$ cat src/rtl/shift_add_multiplier_pkg.sv
// Shared types and sizing helpers for the sequential shift-and-add multiplier.
package shift_add_multiplier_pkg;

  typedef enum logic [1:0] {
    IDLE = 2'd0,
    RUN  = 2'd1,
    DONE = 2'd2
  } state_t;

  // Counter must hold the value WIDTH itself, hence WIDTH+1 codes.
  function automatic int CNT_W(input int width);
    return $clog2(width + 32'sd1);
  endfunction

endpackage

$ cat src/rtl/rc_adder.sv
// Combinational ripple-carry adder: {carry_out, sum_out} = first_term + second_term + carry_in.
module rc_adder #(
  parameter int WIDTH = 8
) (
  input  logic [WIDTH-1:0] first_term,
  input  logic [WIDTH-1:0] second_term,
  input  logic             carry_in,
  output logic [WIDTH-1:0] sum_out,
  output logic             carry_out
);

  logic [WIDTH:0] carry_s;

  // Bit-serial carry chain, one full adder per bit.
  always_comb begin
    carry_s    = '0;
    sum_out    = '0;
    carry_s[0] = carry_in;
    for (int i = 0; i < WIDTH; i++) begin
      sum_out[i]   = first_term[i] ^ second_term[i] ^ carry_s[i];
      carry_s[i+1] = (first_term[i] & second_term[i]) |
                     (carry_s[i] & (first_term[i] ^ second_term[i]));
    end
    carry_out = carry_s[WIDTH];
  end

endmodule

$ cat src/rtl/shift_add_multiplier.sv
// Unsigned WIDTH x WIDTH multiplier: one shift-and-add step per clock through a single rc_adder.
module shift_add_multiplier
  import shift_add_multiplier_pkg::*;
#(
  parameter int WIDTH = 8
) (
  input  logic               clk,
  input  logic               resetn,
  input  logic               start,
  input  logic [WIDTH-1:0]   multiplicand,
  input  logic [WIDTH-1:0]   multiplier,
  output logic               busy,
  output logic               done,
  output logic [2*WIDTH-1:0] product
);

  localparam int CW = CNT_W(WIDTH);

  state_t             state_q, state_d;
  logic [WIDTH-1:0]   mcand_q, acc_hi_q, acc_lo_q;
  logic [WIDTH-1:0]   acc_hi_d, acc_lo_d;
  logic [CW-1:0]      cnt_q;
  logic [2*WIDTH-1:0] product_q;
  logic [WIDTH-1:0]   second_term_s, sum_s;
  logic               carry_out_s;

  rc_adder #(.WIDTH(WIDTH)) u_adder (
    .first_term  (acc_hi_q),
    .second_term (second_term_s),
    .carry_in    (1'b0),
    .sum_out     (sum_s),
    .carry_out   (carry_out_s)
  );

  // Partial-product selection and the one-bit right shift of {carry, sum, acc_lo}.
  always_comb begin
    second_term_s = '0;
    if (acc_lo_q[0]) begin
      second_term_s = mcand_q;
    end else begin
      second_term_s = '0;
    end
    acc_hi_d = {carry_out_s, sum_s[WIDTH-1:1]};
    acc_lo_d = {sum_s[0], acc_lo_q[WIDTH-1:1]};
  end

  // Next-state logic.
  always_comb begin
    state_d = state_q;
    case (state_q)
      IDLE, DONE: begin
        if (start) state_d = RUN;
        else       state_d = IDLE;
      end
      RUN: begin
        if (cnt_q == CW'(1)) state_d = DONE;
        else                 state_d = RUN;
      end
      default: state_d = IDLE;
    endcase
  end

  // State, counter and datapath registers.
  always_ff @(posedge clk or negedge resetn) begin
    if (!resetn) begin
      state_q   <= IDLE;
      mcand_q   <= '0;
      acc_hi_q  <= '0;
      acc_lo_q  <= '0;
      cnt_q     <= '0;
      product_q <= '0;
    end else begin
      state_q <= state_d;
      case (state_q)
        IDLE, DONE: begin
          if (start) begin
            mcand_q  <= multiplicand;
            acc_hi_q <= '0;
            acc_lo_q <= multiplier;
            cnt_q    <= CW'(WIDTH);
          end
        end
        RUN: begin
          acc_hi_q <= acc_hi_d;
          acc_lo_q <= acc_lo_d;
          cnt_q    <= cnt_q - CW'(1);
          // Final iteration: publish the post-shift word on the edge entering DONE.
          if (cnt_q == CW'(1)) product_q <= {acc_hi_d, acc_lo_d};
        end
        default: ;
      endcase
    end
  end

  // Status outputs decoded from the state register.
  always_comb begin
    busy = 1'b0;
    done = 1'b0;
    case (state_q)
      RUN:     busy = 1'b1;
      DONE:    done = 1'b1;
      default: begin
        busy = 1'b0;
        done = 1'b0;
      end
    endcase
  end

  assign product = product_q;

endmodule

$ cat config.mk
export PLATFORM = sky130hd
export DESIGN_NAME = shift_add_multiplier
export DESIGN_NICKNAME = d
export VERILOG_FILES = /design/src/rtl/shift_add_multiplier_pkg.sv /design/src/rtl/rc_adder.sv /design/src/rtl/shift_add_multiplier.sv
export SDC_FILE = /design/constraint.sdc
export NUM_CORES = 1
export LEC_CHECK = 0
export CORE_ASPECT_RATIO = 1.75
export CORE_MARGIN = 5
export CORE_UTILIZATION = 35
export CTS_CLUSTER_SIZE = 16
export DETAILED_ROUTE_END_ITERATION = 12
export GPL_TIMING_DRIVEN = 0
export PLACE_DENSITY = 0.68
export SYNTH_ARGS = -nofsm -noshare
export SYNTH_HDL_FRONTEND = slang
export SYNTH_SLANG_ARGS = --single-unit
$ cat constraint.sdc
create_clock -name clk -period 10.05 [get_ports clk]
set_input_delay 2.5125 -clock clk [delete_from_list [all_inputs] [get_ports clk]]
set_output_delay 2.5125 -clock clk [all_outputs]
set_load 0.03 [all_outputs]
# Word level (Yosys, flattened, before mapping)
# Cells that the tools add are included.
# W data, S select, Z words.
[totals]
reg_bits = 46
input_bits = 19
out_inout_bits = 18
word_cells = 66
[op_classes]
add_sub_neg = 1
n_eq_ne = 4
mux = 12
bitwise = 37
n_reduce_logical = 6
[ops]
columns = ["cell", "count"]
rows = [
  ["$pmux W8 S2", 2],
  ["$mux W8", 3],
  ["$and A1 B1 Y1", 15],
  ["$xor A1 B1 Y1", 15],
  ["$pmux W4 S2", 1],
  ["$or A1 B1 Y1", 7],
  ["$reduce_and A2 Y1", 3],
  ["$eq A4 B1 Y1 const B", 1],
  ["$mux W4", 1],
  ["$pmux W2 S2", 1],
  ["$sub A4 B1 Y4 const B", 1],
  ["$mux W1", 3],
  ["$eq A2 B1 Y1 const B", 1],
  ["$eq A2 B2 Y1 const B", 1],
  ["$logic_not A2 Y1", 1],
  ["$mux W2", 1],
  ["$ne A2 B2 Y1 const B", 1],
  ["$reduce_bool A2 Y1", 1],
  ["$reduce_or A2 Y1", 1],
]

# Longest topological paths before layout
[depth]
word_depth = 17
depth_mapped = 12
depth_no_buf = 11

# By module
# Synthesis repeated with hierarchy kept, for this count alone.
[unflattened]
hier_cells = 176
area_unflattened_um2 = 2118.3
[by_module_without_submodules]
columns = ["module", "n_inst", "cells_each", "area_each_um2", "seq_area_each_um2"]
rows = [
  ["shift_add_multiplier", 1, 158, 1920.6, 1151.1],
  ["rc_adder", 1, 18, 197.7, 0.0],
]

# Least setup slack after synthesis
# Ideal clock, no wire load.
[synth_timing]
path_type = "register to register"
startpoint = "register acc_lo_q[0]"
endpoint = "register acc_hi_q[6]"
setup_ns = 0.131
arrival_time_ns = 3.664
t_required_ns = 9.919
slack_ns = 6.255
stages_incl_launch_ff = 13
n_path_buf = 1
period_less_slack_ns = 3.795
path_cell_list = "dfrtp_1 -> clkbuf_1 -> and2_1 -> ha_1 -> inv_1 -> fa_1 -> fa_1 -> fa_1 -> fa_1 -> fa_1 -> fa_1 -> fa_1 -> o2bb2ai_1"
[synth_between]
elab_chain_len = 16
elab_cells_between_ends = 29
classes_between = "mux: 2; bitwise: 27"
[synth_rtl]
columns = ["item", "line", "source"]
rows = [
  ["from (decl)", "shift_add_multiplier.sv:20", "logic [WIDTH-1:0] mcand_q, acc_hi_q, acc_lo_q;"],
  ["from (signal assigned)", "shift_add_multiplier.sv:79", "acc_lo_q <= multiplier;"],
  ["from (signal assigned)", "shift_add_multiplier.sv:85", "acc_lo_q <= acc_lo_d;"],
  ["$mux W8 (*)", "shift_add_multiplier.sv:38", "if (acc_lo_q[0]) begin"],
  ["$and A1 B1 Y1 or $xor A1 B1 Y1 (tied branches)", "rc_adder.sv:21, rc_adder.sv:22", ""],
  ["$and A1 B1 Y1", "rc_adder.sv:22", "(carry_s[i] & (first_term[i] ^ second_term[i]));"],
  ["$or A1 B1 Y1", "rc_adder.sv:21", "carry_s[i+1] = (first_term[i] & second_term[i]) |"],
  ["$and A1 B1 Y1", "rc_adder.sv:22", ""],
  ["$or A1 B1 Y1", "rc_adder.sv:21", ""],
  ["$and A1 B1 Y1", "rc_adder.sv:22", ""],
  ["$or A1 B1 Y1", "rc_adder.sv:21", ""],
  ["$and A1 B1 Y1", "rc_adder.sv:22", ""],
  ["$or A1 B1 Y1", "rc_adder.sv:21", ""],
  ["$and A1 B1 Y1", "rc_adder.sv:22", ""],
  ["$or A1 B1 Y1", "rc_adder.sv:21", ""],
  ["$and A1 B1 Y1", "rc_adder.sv:22", ""],
  ["$or A1 B1 Y1", "rc_adder.sv:21", ""],
  ["$xor A1 B1 Y1 (*)", "rc_adder.sv:20", "sum_out[i] = first_term[i] ^ second_term[i] ^ carry_s[i];"],
  ["$pmux W8 S2 (*)", "shift_add_multiplier.sv:74", "case (state_q)"],
  ["to (signal assigned)", "shift_add_multiplier.sv:84", "acc_hi_q <= acc_hi_d;"],
  ["to (decl)", "shift_add_multiplier.sv:20", ""],
]
# Every way passes the cells marked *; elsewhere a longest branch is shown, timed or not.
# A chain may end at the register's enable or synchronous reset.

# Worst setup path in the final report
[layout_timing]
startpoint = "register state_q[1]"
endpoint = "output busy"
[layout_between]
elab_chain_len = 2
[layout_rtl]
columns = ["item", "line", "source"]
rows = [
  ["from (decl)", "shift_add_multiplier.sv:19", "state_t state_q, state_d;"],
  ["from (signal assigned)", "shift_add_multiplier.sv:73", "state_q <= state_d;"],
  ["$eq A2 B1 Y1", "shift_add_multiplier.sv:99", "case (state_q)"],
  ["$mux W1", "shift_add_multiplier.sv:99", ""],
  ["to (decl)", "shift_add_multiplier.sv:12", "output logic busy,"],
]
# Every way passes these cells.

==> metrics.txt <==
CTS resizes=0; Vias per Instance=roughly 4.6; drt pass-1 iters=4; Final ANT Viol Nets=0; CTS buffer count=5; Area Overhead vs Synth=27.45%; origin of the worst min-delay path=mcand_q[0]$_DFFE_PN0P_; FF+latch count, synth=46; initial antenna violation count=0; drt drc=0; worst-margin pin slew=509.4 ps; total grt overflow=0; DR WL/cell=13.70 µm; initial core utilization=35.48%; Rel. slew slack=about 66%; final wirelength=~4200 µm; reg2reg start=acc_lo_q[0]$_DFFE_PN0P_; fin. max-slew vios=0; area of the multi-input gates=roughly 800 µm²; Iter 0 DRT Violations=45; DP HPWL=3043 µm; Tcrit/Tclk final=44.14%; total clock sinks=46; Fin. Hold Viols=0; arrival time at the worst endpoint=~1900 ps; Total Routing Usage GR=12.37%; H-tree depth=2; Min Hold Slack=483.5 ps; Post-CTS Hold Fix Bufs=0; core area=slightly below 6000 µm²; crit path from=state_q[1]$_DFF_PN0_; fraction of layout cells with a size suffix above 1=12.33%; unrepaired setup endpoints after global routing=no; outcome=completed; CTS clock-pin slew for the worst setup and hold paths=roughly 90 ps; Synth Cell Area=2069 µm²; CTS Buffer Depth=2; Worst VDD drop=~0.00015 V; postcts setup bufs=0; Startpoint Class=flop; die area=around 7600 µm²; WS Path Type=flop to output pin; maximum fanout along the worst path=10; leakage power=1.231 nW; Yosys cell types=25; NumNets Final=255; worst skew pair latency=roughly 300 ps; WP data required=7540 ps; Total Neg Setup Slack=0 ps; CTS tree=done; Post-Syn Area per Cell=approximately 11 µm²; final setup fails=0; Seq/Total Area, Yosys=55.62%; Die Ht=111.7 µm; largest net degree at the start of global routing=35; Pwr per Cell Area=311.2 nW/µm²; Die X=68.13 µm; # port buffers=36; syn_nets=approximately 210; Syn Inst Count=182; DR vias=about 1.4k; first-pass GRT wire length=between 7000 and 8000 µm; crit path time final=4436 ps; RePlAce Congestion=0.7762; I/O Pins=37; worst hold path type=flop to flop; Critical Path Sink Type=output pin; vias in the first global route=1475; Post-Route Skew=6.064 ps; FMAX=around 0.23 GHz; worst reg2reg path depth=12; Synth warnings=0; Root Buffer=clkbuf_8; WHS Path Cells=2; n_diodes=0; fill count=between 500 and 600; # Max-Cap Violations=0; register area=1151 µm²; Final Util=between 40% and 50%; Rows=37
==> logic make-up (layout without fill, tap and decap cells) <==
logic type | Yosys count | count (layout) | share of synthesized area (%)
AO/OA/AOI/OAI | 21 | 21 | 7.860
adder cells (fa/ha/maj) | 10 | 10 | 8.585
buffers and inverters | 29 | 74 | 5.925
flip-flops | 46 | 46 | 55.62
multiplexers | 17 | 17 | 8.888
AND/OR/NAND/NOR | 59 | 59 | 13.12
==> critical path: stages, from the launching register on <==
cell	delay [ps]
dfrtp_1	370
nand2b_1	170
inv_2	120
buf_2	250
clkdlybuf4s50_1	710
==> routing by layer <==
layer / wire length (µm) / GRT usage, % / vias to the layer above
met5: 0 / 0 / -
met4: 73 / 4.648 / 0
met3: 134 / 3.027 / 6
met2: 2199 / 20.43 / 28
met1: 1770 / 15.18 / 692
li1: - / - / 680
==> layout by cell type, fill, tap and decap left out, drive strengths merged <==
cell type | netlist | final
nand2b | 2 | 2
nor2b | 2 | 2
and2 | 1 | 1
inv | 20 | 20
nor2 | 1 | 1
clkbuf | 3 | 9
dfrtp | 46 | 46
nand3 | 9 | 9
buf | 6 | 8
clkinv | 0 | 1
mux2 | 8 | 8
nor3 | 1 | 1
mux2i | 9 | 9
a211oi | 1 | 1
a31oi | 1 | 1
clkdlybuf4s50 | 0 | 35
ha | 3 | 3
nand2 | 42 | 42
clkinvlp | 0 | 1
a22oi | 8 | 8
o21ai | 2 | 2
nor3b | 1 | 1
o2bb2ai | 9 | 9
fa | 7 | 7
==> cell usage after synthesis <==
cell / number / area share (%)
fa_1: 7 / 6.8
nor3b_4: 1 / 0.91
inv_1: 19 / 3.4
clkbuf_1: 3 / 0.54
mux2i_1: 9 / 4.4
a22oi_1: 8 / 2.9
nor2b_1: 2 / 0.60
nor3_1: 1 / 0.24
a31oi_1: 1 / 0.30
nand2b_1: 2 / 0.60
nand2_1: 41 / 7.4
nand2_4: 1 / 0.54
o21ai_0: 2 / 0.48
mux2_4: 1 / 0.73
a211oi_1: 1 / 0.36
inv_2: 1 / 0.18
and2_1: 1 / 0.30
nand3_1: 9 / 2.2
nor2_2: 1 / 0.30
mux2_2: 7 / 3.8
ha_1: 3 / 1.8
buf_2: 5 / 1.2
dfrtp_1: 46 / 56
buf_6: 1 / 0.54
o2bb2ai_1: 9 / 3.8
==> power breakdown <==
| part | total, W | internal, W | switching (W) |
|---|---|---|---|
| Clock | 0.000118 | 0.0000553 | 0.0000624 |
| Sequential | 0.000320 | 0.000269 | 0.0000511 |
| Combinational | 0.000383 | 0.000165 | 0.000218 |
| Total | 0.000821 | 0.000489 | 0.000332 |
==> final timing paths <==
| check | end | slack (ps) |
|---|---|---|
| max in group asynchronous | product[1]$_DFFE_PN0P_ | 7470 |
| min | mcand_q[0]$_DFFE_PN0P_ | 480 |
| min reg2reg | mcand_q[0]$_DFFE_PN0P_ | 480 |
| min in group asynchronous | product[9]$_DFFE_PN0P_ | 2100 |
| max | busy | 5610 |
| max reg2reg | acc_hi_q[6]$_DFFE_PN0P_ | 5940 |
==> registers in the layout, indices dropped and copies added, names as in the netlist <==
signal,count
state_q,2
cnt_q,4
mcand_q,8
product,16
acc_hi_q,8
acc_lo_q,8
==> metrics by stage <==
step            power, W  instances  cell area (µm²)  worst slack, ps
6_report       0.0008208        305             2638             5614
5_1_grt        0.0008876        305             2638             5514
4_1_cts        0.0008342        305             2638             5590
3_5_place_dp   0.0007125        297             2542             5916
3_3_place_gp   0.0007003        296             2527             5196
2_1_floorplan  0.0005741        182             2069             6255
==> final cells by class <==
type | instances | share of cell area (%)
tap | 78 | 3.700
clock buffer | 6 | 3.131
clock inverter | 2 | 0.4744
inverter | 20 | 2.846
sequential | 46 | 43.64
multi-input combinational | 107 | 30.17
timing repair buffer | 37 | 14.23
buffer | 9 | 1.803
Power figures use the tool's default switching activity.
